<file path="src/rtl/acc_stream_buffer.sv">
// acc_stream_buffer: captures a non-backpressured DMA word stream in a FIFO and replays it as a framed valid/ready stream
//   wb_clk_i, wb_rst_i (async, active-high)
//   in_valid/in_data              DMA word strobe and data
//   cfg_start/cfg_len             start a frame of cfg_len words (ignored if 0 or while streaming)
//   sm_tvalid/sm_tdata/sm_tready/sm_tlast   output stream to the accelerator
//   buf_afull                     occupancy >= AFULL_LVL
//   buf_overflow                  sticky: a word was dropped because the FIFO was full
//   frame_done                    one-cycle pulse after the frame's last handshake
//   busy                          a frame is being streamed
module acc_stream_buffer #(
    parameter int DATA_WIDTH = 32,
    parameter int DEPTH      = 16,
    parameter int AFULL_LVL  = 12,
    parameter int LEN_WIDTH  = 10
) (
    input  logic                  wb_clk_i,
    input  logic                  wb_rst_i,
    input  logic                  in_valid,
    input  logic [DATA_WIDTH-1:0] in_data,
    input  logic                  cfg_start,
    input  logic [LEN_WIDTH-1:0]  cfg_len,
    output logic                  sm_tvalid,
    output logic [DATA_WIDTH-1:0] sm_tdata,
    input  logic                  sm_tready,
    output logic                  sm_tlast,
    output logic                  buf_afull,
    output logic                  buf_overflow,
    output logic                  frame_done,
    output logic                  busy
);
    localparam int AW = $clog2(DEPTH);
    typedef enum logic {IDLE, STREAM} state_t;
    state_t                state;
    logic [DATA_WIDTH-1:0] mem [DEPTH];
    logic [AW-1:0]         wr_ptr, rd_ptr;
    logic [AW:0]           count, count_nxt;
    logic [LEN_WIDTH-1:0]  len_r, sent;
    logic                  full, pop, wr;
    // a pop in the same cycle frees the slot, so a write into a full FIFO is still taken
    always_comb begin
        full      = count == (AW+1)'(DEPTH);
        pop       = sm_tvalid & sm_tready;
        wr        = in_valid & (~full | pop);
        count_nxt = count + (AW+1)'(wr) - (AW+1)'(pop);
    end
    assign sm_tvalid = (state == STREAM) & (count != '0);
    assign sm_tdata  = mem[rd_ptr];
    assign sm_tlast  = sm_tvalid & (sent == len_r - LEN_WIDTH'(1));
    assign busy      = state == STREAM;
    // storage is cleared on reset so sm_tdata reads 0 out of reset
    always_ff @(posedge wb_clk_i or posedge wb_rst_i) begin
        if (wb_rst_i) begin
            for (int i = 0; i < DEPTH; i++) mem[i] <= '0;
        end else if (wr) begin
            mem[wr_ptr] <= in_data;
        end
    end
    always_ff @(posedge wb_clk_i or posedge wb_rst_i) begin
        if (wb_rst_i) begin
            state        <= IDLE;
            wr_ptr       <= '0;
            rd_ptr       <= '0;
            count        <= '0;
            len_r        <= '0;
            sent         <= '0;
            buf_afull    <= 1'b0;
            buf_overflow <= 1'b0;
            frame_done   <= 1'b0;
        end else begin
            if (wr) wr_ptr <= wr_ptr + AW'(1);
            if (pop) rd_ptr <= rd_ptr + AW'(1);
            count      <= count_nxt;
            buf_afull  <= count_nxt >= (AW+1)'(AFULL_LVL);
            frame_done <= pop & sm_tlast;
            if (state == IDLE && cfg_start && cfg_len != '0) begin
                state        <= STREAM;
                len_r        <= cfg_len;
                sent         <= '0;
                buf_overflow <= 1'b0;
            end else if (pop) begin
                sent <= sent + LEN_WIDTH'(1);
                if (sm_tlast) state <= IDLE;
            end
            // a drop in the start cycle must still be reported, so set wins over clear
            if (in_valid && !wr) buf_overflow <= 1'b1;
        end
    end
endmodule

</file>
<file path="config.mk">
export PLATFORM = sky130hd
export DESIGN_NAME = acc_stream_buffer
export DESIGN_NICKNAME = d
export VERILOG_FILES = /design/src/rtl/acc_stream_buffer.sv
export SDC_FILE = /design/constraint.sdc
export NUM_CORES = 1
export LEC_CHECK = 0
export ABC_AREA = 1
export ABC_CLOCK_PERIOD_IN_PS = 31100
export BUFFER_PORTS_ARGS = -buffer_cell sky130_fd_sc_hd__buf_2
export CORE_MARGIN = 8
export CORE_UTILIZATION = 34
export CTS_CLUSTER_SIZE = 16
export DETAILED_ROUTE_END_ITERATION = 8
export SLEW_MARGIN = 5
export SYNTH_ARGS = -nofsm -noshare
export SYNTH_HDL_FRONTEND = slang
export SYNTH_SLANG_ARGS = --single-unit
</file>
<file path="constraint.sdc">
create_clock -name wb_clk_i -period 31.1 [get_ports wb_clk_i]
set_input_delay 9.33 -clock wb_clk_i [delete_from_list [all_inputs] [get_ports wb_clk_i]]
set_output_delay 9.33 -clock wb_clk_i [all_outputs]
set_load 0.05 [all_outputs]
</file>
Word level (Yosys, flattened, before mapping)
Index checks and enable logic that the tools add are counted.

operators by class
  add/sub/neg operators = 6
  $mul = 0
  divide/modulo/power cells = 0
  magnitude comparators = 4
  equality and inequality tests = 2
  shifts and indexed selects = 0
  mux-type cells = 13
  bitwise operators = 10
  reduce and logical (&&, ||, !) cells = 11

operator list
  kind                                                               count
  bitwise mux 512 bit                                                1
  binary-select mux 32 bit (select 4 bit)                            1
  demux 32 bit (select 4 bit)                                        1
  two-way mux 32 bit                                                 3
  two-way mux 10 bit                                                 2
  adder 10 x 1 -> 10 bit, second input constant                      1
  == test 10 bit                                                     1
  greater-or-equal comparator 5 bit, second input constant           2
  inverter 4 -> 5 bit                                                2
  nonzero test 10 bit                                                1
  subtractor 10 x 1 -> 10 bit, second input constant                 1
  adder 4 x 1 -> 4 bit, second input constant                        2
  nonzero test 2 bit                                                 3
  adder 5 x 1 -> 5 bit                                               1
  AND 1 bit                                                          5
  == test 5 bit, second input constant                               1
  greater-or-equal comparator 5 x 4 -> 1 bit, second input constant  1
  less-than comparator 5 x 1 -> 1 bit, second input constant         1
  two-way mux 1 bit                                                  5
  nonzero test 5 bit                                                 1
  subtractor 5 x 1 -> 5 bit                                          1
  logical AND 1 bit                                                  4
  inverter 1 bit                                                     2
  AND reduction 2 bit                                                1
  2 further kinds                                                    2

word-level totals
  register bits after elaboration = 549
  bits in latches = 0
  bits in writable memories = 0
  bits in read-only memories = 0
  input port bits = 47
  output and inout port bits = 38
  word-level logic and storage cells = 71
  memories kept = 0

Depth between registers and ports, before layout
  word-level depth = 8
  gate-level depth with buffers = 14
  mapped depth without buffers = 13

Worst setup path before layout
Ideal clock, no wire load.

  path type = input -> register
  from = input sm_tready
  to = register buf_afull
  library setup time = 0.118 ns
  arrival time = 11.092 ns
  required time = 30.982 ns
  slack = 19.890 ns
  stages = 11
  path buffers = 0
  path through = inv_1 > o2111ai_2 > nand2_4 > ha_1 > inv_1 > ha_1 > inv_1 > fa_1 > o21ai_0 > xnor2_1 > a21o_1

between the ends
  word-level cells in the longest chain between the ends = 6

RTL lines
  what                                          RTL line  source
  start, declared                               24        input logic sm_tready,
  AND 1 bit *                                   42        pop = sm_tvalid & sm_tready;
  bitwise OR 1 bit                              43        wr = in_valid & (~full | pop);
  AND 1 bit                                     43
  adder 5 x 1 -> 5 bit                          44        count_nxt = count + (AW+1)'(wr) - (AW+1)'(pop);
  subtractor 5 x 1 -> 5 bit *                   44
  named net count_nxt[4]                        36        logic [AW:0] count, count_nxt;
  greater-or-equal comparator 5 x 4 -> 1 bit *  73        buf_afull <= count_nxt >= (AW+1)'(AFULL_LVL);
  end signal, assigned                          73
  end, declared                                 26        output logic buf_afull,

The timed path passes the listed nets; every way through them passes the cells marked *.
A chain may end at the register's enable or synchronous reset.

Final worst setup path
  from = register rd_ptr[0]
  to = output sm_tdata[17]

between the ends
  word-level cells in the longest chain between the ends = 4

RTL lines
  what                                                    RTL line  source
  start, declared                                         35        logic [AW-1:0] wr_ptr, rd_ptr;
  start signal, assigned                                  71        if (pop) rd_ptr <= rd_ptr + AW'(1);
  inverter 4 -> 5 bit (not written as such)               47        assign sm_tdata = mem[rd_ptr];
  binary-select mux 32 bit (select 4 bit)                 47
  two-way mux 32 bit (not written as such) (2 in series)  47
  end, declared                                           23        output logic [DATA_WIDTH-1:0] sm_tdata,

No other way between the ends. The select of a mux whose other input is x is not followed.

==> results.sh <==
export IMPL_clkSlewWorstSetupHoldPaths_ns=0.06
export IMPL_grt_pass1_wl_um=107900
export IMPL_maxCapViolCount=0
export IMPL_antenna_left=0
export IMPL_num_rows=100
export IMPL_drtIter0Drc=1623
export IMPL_layout_common_cells="nand2_1 (623), dfrtp_1 (545), o21ai_0 (401), nor2_1 (241), o21ai_1 (201)"
export IMPL_hpwl_um=34660
export IMPL_cp_common_cell="buf_4"
export IMPL_via_per_inst=5.132
export IMPL_grt_remaining_overflow=0
export IMPL_synth_nets=2811
export IMPL_maxSlewHeadroom_pct=26.02
export IMPL_clk_path_buf_depth=3
export IMPL_p_per_area_mw_per_mm2=117.6
export IMPL_fin_total_pwr_mw=3.256
export IMPL_whs_endpoint="mem[173]"
export IMPL_grt_max_degree=164
export IMPL_synth_edf_count=0
export IMPL_initial_core_util_pct=34.14
export IMPL_ff_latch_area_mm2=0.01375
export IMPL_fin_crit_sh_pct=43.71
export IMPL_gr_usage_met2_pct=26.90
export IMPL_cp_start_kind="flop"
export IMPL_hp_start="mem[173]"
export IMPL_dpl_worst_slack_ns=18.17
export IMPL_use_met1_pct=22.16
export IMPL_regToRegStartpoint="count[1]"
export IMPL_cts_tree="done"
export IMPL_drv_slew=0
export IMPL_synth_area_mux_share_pct=3.642
export IMPL_yosys_register_bits=549
export IMPL_vias=18980
export IMPL_diodes=0
export IMPL_whs_path_depth=2
export IMPL_rr_endpoint="buf_afull"
export IMPL_final_setup_tns_ns=0
export IMPL_gp_congestion=0.7287
export IMPL_outcome="finished, final reports clean"
export IMPL_yosysSeqAreaShare_pct=54.33
export IMPL_antenna_found_initial=3
export IMPL_routed_wl_um=67360
export IMPL_synth_top_family_by_area="compound AO/OA/AOI/OAI gates"
export IMPL_synth_area_per_cell_um2=9.195
export IMPL_rsz0062_at_grt="no"
export IMPL_cts_root_buf="clkbuf_16"
export IMPL_clock_fmax_mhz=73.56
export IMPL_hold_viol=0
export IMPL_drc=0
export IMPL_crit_path_end_kind="output pin"
export IMPL_finalSetupViolations=0
export IMPL_clk_latency_ns=0.61
export IMPL_numCtsBuffers=55
export IMPL_met3_usage_pct=2.423
export IMPL_io_buffers=84
export IMPL_max_stage_delay_ns=0.88
export IMPL_core_area_mm2=0.07407
export IMPL_nNetsFinal=2746
export IMPL_grt_pass1_vias=18640
export IMPL_yosysWarnings=0
export IMPL_synth_distinct_cells=35
export IMPL_cts_max_level=2
export IMPL_hold_class="flop to flop"
export IMPL_leakagePower_nw=12.77
export IMPL_pin_count=85
export IMPL_track_usage_pct=16.17
export IMPL_worstPathRequired_ns=21.77
export IMPL_tightest_slew_ns=1.108
export IMPL_r2r_setup_slack_ns=28.46
export IMPL_fp_dieH_um=288.7
export IMPL_synth_fa_ha_area_share_pct=0.7224
export IMPL_cts_resized_gates=0
export IMPL_synth_async_reset_ratio_pct=100.0
export IMPL_crit_path_max_fanout=84
export IMPL_wire_per_inst_um=18.22
export IMPL_fin_ws_ns=17.51
export IMPL_cpMaxStageDelayCell="dfrtp_4"
export IMPL_die_w_um=288.7
export IMPL_netlist_area_mm2=0.02529
export IMPL_crit_type="flop to output pin"
export IMPL_irDropWorstVdd_uv=49.67
export IMPL_clock_skew_ns=0.01910
export IMPL_reg2reg_depth=13
export IMPL_grt_busiest_layer="met2"
export IMPL_synth_compound_area_share_pct=19.64
export IMPL_worst_hold_slack_ns=0.4751
export IMPL_layout_drive_gt1_share_pct=10.37
export IMPL_die_area_mm2=0.08336
export IMPL_crit_buf_inv=3
export IMPL_cts_setup_buffers=0
export IMPL_multi_input_area_mm2=0.009942
export IMPL_synth_xor_area_share_pct=0.5542
export IMPL_cts_num_sinks=549
export IMPL_ys_flop_type="dfrtp_1"
export IMPL_fin_util_pct=37.39
export IMPL_cts_hold_buf=0
export IMPL_num_fill_cells=7546
export IMPL_drt_pass1_iter_count=5
export IMPL_synthCells=2750
export IMPL_areaGrowthSynthToFinish_pct=9.515
export IMPL_layout_commonest_cell="nand2_1"
export IMPL_crit_path_cell_trace="buf_4, buf_4, o21ai_0, o221ai_1, nand3_1, nand2_1, buf_2"
export IMPL_critPathArrivalTime_ns=4.26
export IMPL_period_needed_ns=13.59
export IMPL_synth_simple_area_share_pct=14.76
export IMPL_cp_top_family="buffers and inverters"
-- area by class of cell --
class,count,area share [%]
Clock buffer,79,5.765
Timing Repair Buffer,107,2.187
Tap cell,969,4.378
Clock inverter,22,0.9036
Multi-Input combinational cell,1888,35.90
Sequential cell,549,49.65
Inverter,84,1.211
-- registers in the layout, summed over array words and instances (netlist names) --
| name | count |
|---|---|
| len_r | 10 |
| rd_ptr | 4 |
| sent | 10 |
| wr_ptr | 4 |
| busy | 1 |
| count | 5 |
| buf_overflow | 1 |
| buf_afull | 1 |
| mem | 512 |
| frame_done | 1 |
-- stage by stage --
| step | instance area [µm²] | instances |
|---|---|---|
| finish | 27690 | 3698 |
| detailed placement | 25850 | 3597 |
| global route | 27690 | 3698 |
| global placement | 25850 | 3597 |
| CTS | 27690 | 3698 |
| floorplan | 25290 | 2750 |
-- synthesized netlist by cell type, types with 45 or more instances --
master,instances,area [µm²]
nand3_1,45,225.2
nor2_1,241,904.6
clkbuf_1,139,521.8
o21ai_0,401,2007
o221ai_1,92,805.8
mux2i_1,92,920.9
o21ai_2,57,499.2
buf_6,47,529.3
o21ai_1,201,1006
dfrtp_1,549,13740
nand2_1,623,2338
inv_1,80,300.3
-- cell families (layout without fill, tap and decap cells) --
| group | count (synthesis) | after routing |
|---|---|---|
| AO/OA/AOI/OAI | 833 | 833 |
| XOR/XNOR | 16 | 16 |
| adder cells (fa/ha/maj) | 14 | 14 |
| buffers and inverters | 313 | 292 |
| flip-flops | 549 | 549 |
| multiplexers | 92 | 92 |
| AND/OR/NAND/NOR | 933 | 933 |
-- worst max path at each step --
stage,start,to,slack (ns),cells after the start
6_report,rd_ptr[0],sm_tdata[17],17.51,7
5_1_grt,rd_ptr[0],sm_tdata[17],17.18,7
2_1_floorplan,wb_rst_i,buf_afull,6.42,1
4_1_cts,rd_ptr[0],sm_tdata[17],17.48,7
3_5_place_dp,rd_ptr[0],sm_tdata[17],18.17,7
3_3_place_gp,rd_ptr[0],sm_tdata[17],18.18,7
-- routing by layer --
metal  wire (µm)  up-vias
met1       31360     9287
met4        1232        2
met3        3221       84
li1            -     9230
met5          12        -
met2       31530      374
-- report_power, final --
part | total (mW) | leakage, nW | switching, mW | internal, mW
combinational | 1.32 | 4.92 | 0.875 | 0.443
clock | 0.682 | 0.911 | 0.285 | 0.397
sequential | 1.26 | 6.94 | 0.212 | 1.04
total | 3.26 | 12.8 | 1.37 | 1.88
-- worst reg2reg max path, stage by stage, from the launching register on --
cell,delay (ns)
dfrtp_1,0.43
nor2_1,0.20
nand3_1,0.09
nand2_1,0.08
nor2_1,0.04
buf_4,0.19
ha_1,0.30
inv_1,0.05
ha_1,0.15
inv_1,0.06
fa_1,0.42
o21ai_0,0.24
xnor2_1,0.11
a21o_1,0.16
Note: power is estimated with default switching activity, not from simulation.
